### src/rtl/noc_pkg.sv
// Shared flit layout helpers for the PE network interface.
// Flits are handled in a wide container and sliced by the user to its own widths.
package noc_pkg;
  localparam int cnt_w = 16;
  localparam int max_w = 256;

  typedef logic [max_w-1:0] flit_t;

  // Field offsets: dest x at bit 0, dest y above it, payload on top
  function automatic int x_lsb();
    return 0;
  endfunction

  function automatic int y_lsb(int x_size);
    return x_size;
  endfunction

  function automatic int data_lsb(int x_size, int y_size);
    return x_size + y_size;
  endfunction

  function automatic flit_t field_mask(int size);
    return (flit_t'(1) << size) - flit_t'(1);
  endfunction

  function automatic flit_t pack_flit(flit_t payload, flit_t x, flit_t y, int x_size, int y_size);
    return (payload << data_lsb(x_size, y_size))
         | ((y & field_mask(y_size)) << y_lsb(x_size))
         | ((x & field_mask(x_size)) << x_lsb());
  endfunction

  function automatic flit_t unpack_payload(flit_t flit, int x_size, int y_size);
    return flit >> data_lsb(x_size, y_size);
  endfunction

  function automatic flit_t unpack_x(flit_t flit, int x_size);
    return (flit >> x_lsb()) & field_mask(x_size);
  endfunction

  function automatic flit_t unpack_y(flit_t flit, int x_size, int y_size);
    return (flit >> y_lsb(x_size)) & field_mask(y_size);
  endfunction
endpackage

### src/rtl/noc_sync_fifo.sv
// Synchronous show-ahead FIFO; push is ignored when full, pop when empty.
// Full/empty come from registered level only, so a same-cycle pop never frees space.
module noc_sync_fifo #(
  parameter int width = 8,
  parameter int depth = 4
) (
  input  logic                     clk,
  input  logic                     rstn,
  input  logic                     push,
  input  logic                     pop,
  input  logic [width-1:0]         din,
  output logic [width-1:0]         dout,
  output logic                     full,
  output logic                     empty,
  output logic [$clog2(depth):0]   level
);
  localparam int aw = $clog2(depth);

  logic [width-1:0] mem [depth];
  logic [aw-1:0]    wr_ptr, rd_ptr;
  logic             do_push, do_pop;

  assign full    = (level == (aw+1)'(depth));
  assign empty   = (level == '0);
  assign do_push = push & ~full;
  assign do_pop  = pop & ~empty;
  assign dout    = mem[rd_ptr];

  // Storage carries no reset; only pointers and level do.
  always_ff @(posedge clk) begin
    if (do_push) mem[wr_ptr] <= din;
  end

  always_ff @(posedge clk) begin
    if (!rstn) begin
      wr_ptr <= '0;
      rd_ptr <= '0;
      level  <= '0;
    end else begin
      if (do_push) wr_ptr <= wr_ptr + 1'b1;
      if (do_pop)  rd_ptr <= rd_ptr + 1'b1;
      case ({do_push, do_pop})
        2'b10:   level <= level + 1'b1;
        2'b01:   level <= level - 1'b1;
        default: level <= level;
      endcase
    end
  end
endmodule

### src/rtl/noc_pe_interface.sv
// PE <-> switch network interface: TX/RX FIFOs, traffic counters, misroute flag.
// Switch-facing valid/data come from FIFO state only to break the switch's ready loop.
module noc_pe_interface
  import noc_pkg::*;
#(
  parameter int x_coord     = 0,
  parameter int y_coord     = 0,
  parameter int data_width  = 32,
  parameter int x_size      = 1,
  parameter int y_size      = 1,
  parameter int total_width = x_size + y_size + data_width,
  parameter int tx_depth    = 4,
  parameter int rx_depth    = 4
) (
  input  logic                        clk,
  input  logic                        rstn,
  input  logic                        i_pe_valid,
  output logic                        o_pe_ready,
  input  logic [data_width-1:0]       i_pe_data,
  input  logic [x_size-1:0]           i_pe_dest_x,
  input  logic [y_size-1:0]           i_pe_dest_y,
  output logic                        o_pe_valid,
  input  logic                        i_pe_ready,
  output logic [data_width-1:0]       o_pe_data,
  output logic                        o_noc_valid,
  input  logic                        i_noc_ready,
  output logic [total_width-1:0]      o_noc_data,
  input  logic                        i_noc_valid,
  output logic                        o_noc_ready,
  input  logic [total_width-1:0]      i_noc_data,
  output logic [$clog2(tx_depth):0]   o_tx_level,
  output logic [$clog2(rx_depth):0]   o_rx_level,
  output logic [cnt_w-1:0]            o_tx_flits,
  output logic [cnt_w-1:0]            o_rx_flits,
  output logic                        o_misroute
);
  logic                   tx_push, tx_pop, tx_full, tx_empty;
  logic                   rx_push, rx_pop, rx_full, rx_empty;
  logic [total_width-1:0] tx_flit, tx_head, rx_head;
  flit_t                  tx_wide, rx_payload, rx_x, rx_y, in_x, in_y;
  logic                   wrong_dest;

  assign tx_wide = pack_flit(flit_t'(i_pe_data), flit_t'(i_pe_dest_x), flit_t'(i_pe_dest_y),
                             x_size, y_size);
  assign tx_flit = tx_wide[total_width-1:0];

  assign o_pe_ready  = ~tx_full;
  assign o_noc_valid = ~tx_empty;
  assign o_noc_ready = ~rx_full;
  assign o_pe_valid  = ~rx_empty;

  assign tx_push = i_pe_valid  & o_pe_ready;
  assign tx_pop  = o_noc_valid & i_noc_ready;
  assign rx_push = i_noc_valid & o_noc_ready;
  assign rx_pop  = o_pe_valid  & i_pe_ready;

  noc_sync_fifo #(.width(total_width), .depth(tx_depth)) u_tx_fifo (
    .clk   (clk),
    .rstn  (rstn),
    .push  (tx_push),
    .pop   (tx_pop),
    .din   (tx_flit),
    .dout  (tx_head),
    .full  (tx_full),
    .empty (tx_empty),
    .level (o_tx_level)
  );

  noc_sync_fifo #(.width(total_width), .depth(rx_depth)) u_rx_fifo (
    .clk   (clk),
    .rstn  (rstn),
    .push  (rx_push),
    .pop   (rx_pop),
    .din   (i_noc_data),
    .dout  (rx_head),
    .full  (rx_full),
    .empty (rx_empty),
    .level (o_rx_level)
  );

  assign rx_payload = unpack_payload(flit_t'(rx_head), x_size, y_size);
  assign rx_x       = unpack_x(flit_t'(rx_head), x_size);
  assign rx_y       = unpack_y(flit_t'(rx_head), x_size, y_size);

  assign o_noc_data = tx_empty ? '0 : tx_head;
  assign o_pe_data  = rx_empty ? '0 : rx_payload[data_width-1:0];

  // Misroute is judged on the incoming flit at push time, not at delivery.
  assign in_x       = unpack_x(flit_t'(i_noc_data), x_size);
  assign in_y       = unpack_y(flit_t'(i_noc_data), x_size, y_size);
  assign wrong_dest = (in_x != flit_t'(x_coord)) | (in_y != flit_t'(y_coord));

  always_ff @(posedge clk) begin
    if (!rstn) begin
      o_tx_flits <= '0;
      o_rx_flits <= '0;
      o_misroute <= 1'b0;
    end else begin
      if (tx_pop)  o_tx_flits <= o_tx_flits + 1'b1;
      if (rx_push) o_rx_flits <= o_rx_flits + 1'b1;
      if (rx_push & wrong_dest) o_misroute <= 1'b1;
    end
  end

  logic unused_bits;
  assign unused_bits = ^{tx_wide, rx_payload, rx_x, rx_y};
endmodule

### config.mk
export PLATFORM = sky130hd
export DESIGN_NAME = noc_pe_interface
export DESIGN_NICKNAME = d
export VERILOG_FILES = /design/src/rtl/noc_pkg.sv /design/src/rtl/noc_sync_fifo.sv /design/src/rtl/noc_pe_interface.sv
export SDC_FILE = /design/constraint.sdc
export NUM_CORES = 1
export LEC_CHECK = 0
export CORE_MARGIN = 5
export CORE_UTILIZATION = 52
export CTS_CLUSTER_DIAMETER = 60
export DETAILED_ROUTE_END_ITERATION = 10
export PLACE_DENSITY = 0.77
export SLEW_MARGIN = 40
export SYNTH_ARGS = -nofsm -noshare
export SYNTH_HDL_FRONTEND = slang
export SYNTH_SLANG_ARGS = --single-unit
export TNS_END_PERCENT = 10
### constraint.sdc
create_clock -name clk -period 3.6 [get_ports clk]
set_clock_uncertainty 0.05 [all_clocks]
set_input_delay 0.36 -clock clk [delete_from_list [all_inputs] [get_ports clk]]
set_output_delay 0.36 -clock clk [all_outputs]
set_load 0.01 [all_outputs]
Word-level counts from Yosys, hierarchy flattened. Memory sizes are Yosys's and may differ from the RTL's. A register that Yosys moved wholly into a read port is not among the register bits. Index checks and enable logic that the tools add are counted. W data, S select, Z words.

Bits in registers: 47. Bits in latches: 0. Memory bits (writable): 272. Bits in read-only memories: 0. Bits of input ports: 74. Output and inout port bits: 109. Word-level logic and storage cells: 59. Memories kept: 2.

Memory list: u_rx_fifo.mem (words 4, width 34, rd ports 1, clocked after Yosys merged registers in 1, write ports 1, line noc_sync_fifo.sv:19) `logic [width-1:0] mem [depth];`; u_tx_fifo.mem (words 4, width 34, rd ports 1, clocked after Yosys merged registers in 1, write ports 1, line noc_sync_fifo.sv:19).

Add/sub/neg operators: 10. Multipliers: 0. Divide/modulo/power cells: 0. $lt $le $gt $ge: 0. Eq/ne operators: 6. Shift operators: 0. Mux-type cells: 12. Bitwise operators: 16. Reductions and logical operators: 4.

Operator list (count): $mux W34 (1); $or A34 B1 Y34 (1); $or A34 B2 Y34 (1); $add A16 B1 Y16 const B (2); $mux W32 (1); $pmux W3 S2 (2); $and A1 B1 Y1 (9); $add A2 B1 Y2 const B (4); $mux W2 (4); $add A3 B1 Y3 const B (2); $eq A3 B3 Y1 const B (2); $logic_not A3 Y1 (2); $sub A3 B1 Y3 const B (2); $eq A2 B1 Y1 const B (2); $eq A2 B2 Y1 const B (2); $mux W1 (4); $not A1 Y1 (4); $reduce_bool A2 Y1 (2); $or A1 B1 Y1 (1).

Longest topological paths before layout.
Depth after elaboration: 6. Depth in mapped cells: 11. Mapped depth without buffers: 10.

Modules after synthesis. From an unflattened synthesis, not the netlist that was laid out.

Cell total of the unflattened synthesis: 706. Area, all modules: 12814.8 µm².

Modules (own cells, without submodules): noc_sync_fifo (instances 2, cells each 232, area an instance 5435.2 µm², seq. area each 4264.1 µm²); noc_pe_interface (instances 1, cells each 242, area an instance 1944.4 µm², seq. area each 660.6 µm²).

Worst setup path after synthesis. No wires, ideal clock.

Path kind: reg-to-reg. Start point: register u_rx_fifo.level[2]. End point: register u_rx_fifo.level[2]. Library setup time: 70 ps. Data arrival time: 2598 ps. Required time: 3480 ps. Path slack: 882 ps. Cell stages (with the launch flop): 12. Buffers on the path: 1. Clock period less this slack: 2718 ps. Path through: dfxtp_1 -> nor3b_2 -> inv_1 -> and2_2 -> buf_2 -> inv_1 -> ha_1 -> inv_1 -> fa_1 -> xor2_1 -> or3_1 -> a21oi_1.

Cells in the longest elaborated chain, start to end: 6. Elaborated cells on any way between the ends: 14. Those cells by class: 2 x add/sub; 3 x eq/ne; 1 x mux; 6 x bitwise; 2 x reduce/logical.

Ends and longest elaborated chain: start: declaration (line noc_sync_fifo.sv:15) `output logic [$clog2(depth):0] level`; start signal: assignment (line noc_sync_fifo.sv:43) `2'b10: level <= level + 1'b1;`; start signal: assignment (line noc_sync_fifo.sv:44) `2'b01: level <= level - 1'b1;`; start signal: assignment (line noc_sync_fifo.sv:45) `default: level <= level;`; $eq A3 B3 Y1 * (line noc_sync_fifo.sv:23) `assign full = (level == (aw+1)'(depth));`; $not A1 Y1 * (line noc_pe_interface.sv:49) `assign o_noc_ready = ~rx_full;`; named net o_noc_ready (line noc_pe_interface.sv:29) `output logic o_noc_ready,`; $and A1 B1 Y1 (line noc_pe_interface.sv:54) `assign rx_push = i_noc_valid & o_noc_ready;`; $and A1 B1 Y1 * (line noc_sync_fifo.sv:25) `assign do_push = push & ~full;`; $eq A2 B1 Y1 or $eq A2 B2 Y1 (tied branches) (line noc_sync_fifo.sv:42) `case ({do_push, do_pop})`; $pmux W3 S2 or $reduce_bool A2 Y1 (tied branches).

The timed path passes the listed nets; every way through them passes the cells marked *. A chain may end at the register's enable or synchronous reset.

==> flow_summary.yaml <==
placement:
  numPlacedInstances: 1176
  dp_worst_setup_slack_ns: 0.7803
  port_buffers: 182
  place_hpwl_um: 15210
  routabilityCongestion: 0.7271
sta:
  setup_tns_ns: 0
  setup_ws_ns: 0.5701
  drv_slew: 0
  setup_viol: 0
  max_clock_freq_mhz: 330.0
  min_period_ns: 3.030
  rsz0062_at_grt: "false"
  final.period_utilization: 0.8416
  slew-limit-headroom: 0.5028
  hold_ws_ns: 0.4053
  finalHoldViolations: 0
  worst_pin_slew_ns: 0.7412
detailed_routing:
  wire_per_inst_um: 19.13
  drtAntennaViolNets: 0
  wirelength_um: 23620
  viasPerCell: 5.349
  drt_iter0_markers: 386
  num_vias: 6606
  drc: 0
  first_pass_iters: 4
synth:
  synth_top_area_share: 0.6438
  syn_avg_cell_area_um2: 17.85
  seq_area_frac_synth: 0.7268
  syn-cell-area_mm2: 0.01231
  syn_nets: 778
  synthTopCellsByArea: "edfxtp_1 (64%), mux4_2 (12%), dfxtp_1 (8.3%)"
  synth-main-ff-cell: "edfxtp_1"
  synth_common_cells: "edfxtp_1 (264), and2_1 (69), mux4_2 (66)"
  ys_warn_count: 0
  yosysMostFrequentCell: "edfxtp_1"
  synth.distinct_cells: 39
  synth_edf_count: 264
  synthCells: 690
  synth.ff_latch_count: 315
  async_flop_share: 0
  synth.largest_area_cell: "edfxtp_1"
worst_setup_path:
  path_class: "reg2out"
  cp.required_ns: 3.19
  arrival_ns: 2.62
  critPathLaunchType: "flip-flop"
  worstPathMaxFanout: 19
  critPathCaptureType: "output port"
power_and_ir_drop:
  leakage_nw: 5.133
  finalPower_mw: 11.30
  p_per_area_mw_per_mm2: 721.1
  worst_ir_drop_vdd_uv: 619.4
floorplan:
  start_util: 0.5261
  core_mm2: 0.02340
  die-area_mm2: 0.02686
  row_count: 56
  die_x_um: 163.9
  die-height_um: 163.9
  io_pins: 183
cells_and_area:
  final_layout_size_suffix_gt1_frac: 0.1517
  nets: 981
  fillCellCount: 1630
  stdcell_count: 1235
  area_growth_pct: 27.32
  diodes: 0
clocking:
  cts_tree: "yes"
  htree_num_levels: 2
  cts.repair.resized: 0
  clk_pin_slew_ns: 0.06
  insertion_delay_ns: 0.49
  cts_sinks: 315
  cts_hold_buffers: 0
  numCtsBuffers: 34
  post-cts-setup-buffer-count: 0
  clock_tree.buffer_depth: 3
  root_buffer: "clkbuf_16"
global_routing:
  grt_pass1_vias: 6975
  grt_max_degree: 36
  overflow: 0
  antenna_found_initial: 1
  grt_util_all_layers: 0.1793
  grt_pass1_wl_um: 37540
flow_run:
  maxCapViolCount: 0
min_path:
  hp-class: "reg2reg"
run_status:
  status: "completed"
[cell families after synthesis]
family,count (synthesis),synth area share
AOI/OAI and AO/OA,33,0.01494
xor gates and xnor gates,28,0.01992
adders and majority gates,14,0.01545
buffers and inverters,49,0.01606
DFF,315,0.7268
muxes,69,0.1232
and+or+nand+nor,182,0.08373
[worst max-delay path: stages (launching register included)]
cell and delay [ns]:
dfxtp_2 0.65, buf_12 0.27, mux4_2 0.51, and2_1 0.19
clkdlybuf4s50_1 0.49
[report_power, final]
part	switching (mW)	total, mW	internal, mW
logic	1.53	3.46	1.92
clock network	1.30	3.30	2.01
registers	0.182	4.54	4.36
[final timing paths]
path              slack, ns                  to               start  cells past startpoint
setup / recovery       0.57       o_pe_data[21]           flip-flop                      4
setup reg to reg       0.78  u_rx_fifo.level[2]  u_rx_fifo.level[2]                     10
hold reg to reg        0.41          o_misroute          o_misroute                      2
hold / removal         0.41          o_misroute          o_misroute                      2
[cell type report]
class / count / area, um2 / area share
clock inverter: 14 / 125.1 / 0.007981
inverter: 19 / 71.32 / 0.004549
timing repair buffer: 197 / 1999 / 0.1275
tap: 319 / 399.1 / 0.02546
sequential: 315 / 8951 / 0.5710
clock buffer: 45 / 953.4 / 0.06081
multi-input combinational: 326 / 3178 / 0.2027
[through the flow]
step	area (um2)	util
floorplan	12310	-
global placement	14530	0.6210
detailed placement	14600	0.6238
CTS	15680	0.6699
global route	15680	0.6699
finish	15680	0.6699
[cells in the final DEF, fill, tap and decap left out, drive strengths merged, types with 12 or more instances in the layout]
cell type	n
a21oi	18
and2	70
buf	15
clkbuf	45
clkdlybuf4s50	182
dfxtp	51
edfxtp	264
ha	12
inv	20
mux4	66
nand2	17
nand3	15
nor2	35
xnor2	12
xor2	16
[flip-flops by register name (all words and copies together), names as in the netlist, named ones only]
| signal | flops |
|---|---|
| u_rx_fifo.wr_ptr | 2 |
| u_tx_fifo.rd_ptr | 2 |
| u_tx_fifo.wr_ptr | 2 |
| u_rx_fifo.mem | 128 |
| u_rx_fifo.level | 3 |
| u_rx_fifo.rd_ptr | 2 |
| o_misroute | 1 |
| o_tx_flits | 16 |
| o_rx_flits | 16 |
| u_tx_fifo.level | 3 |
| u_tx_fifo.mem | 136 |
[per-layer routing]
metal	track usage	part of all wire	wire, um
met1	0.2337	0.41	9778
met2	0.3076	0.51	11950
met3	0.03839	0.057	1347
met4	0.05071	0.022	529
met5	0	0.00055	13
(Power assumes the default switching activity.)
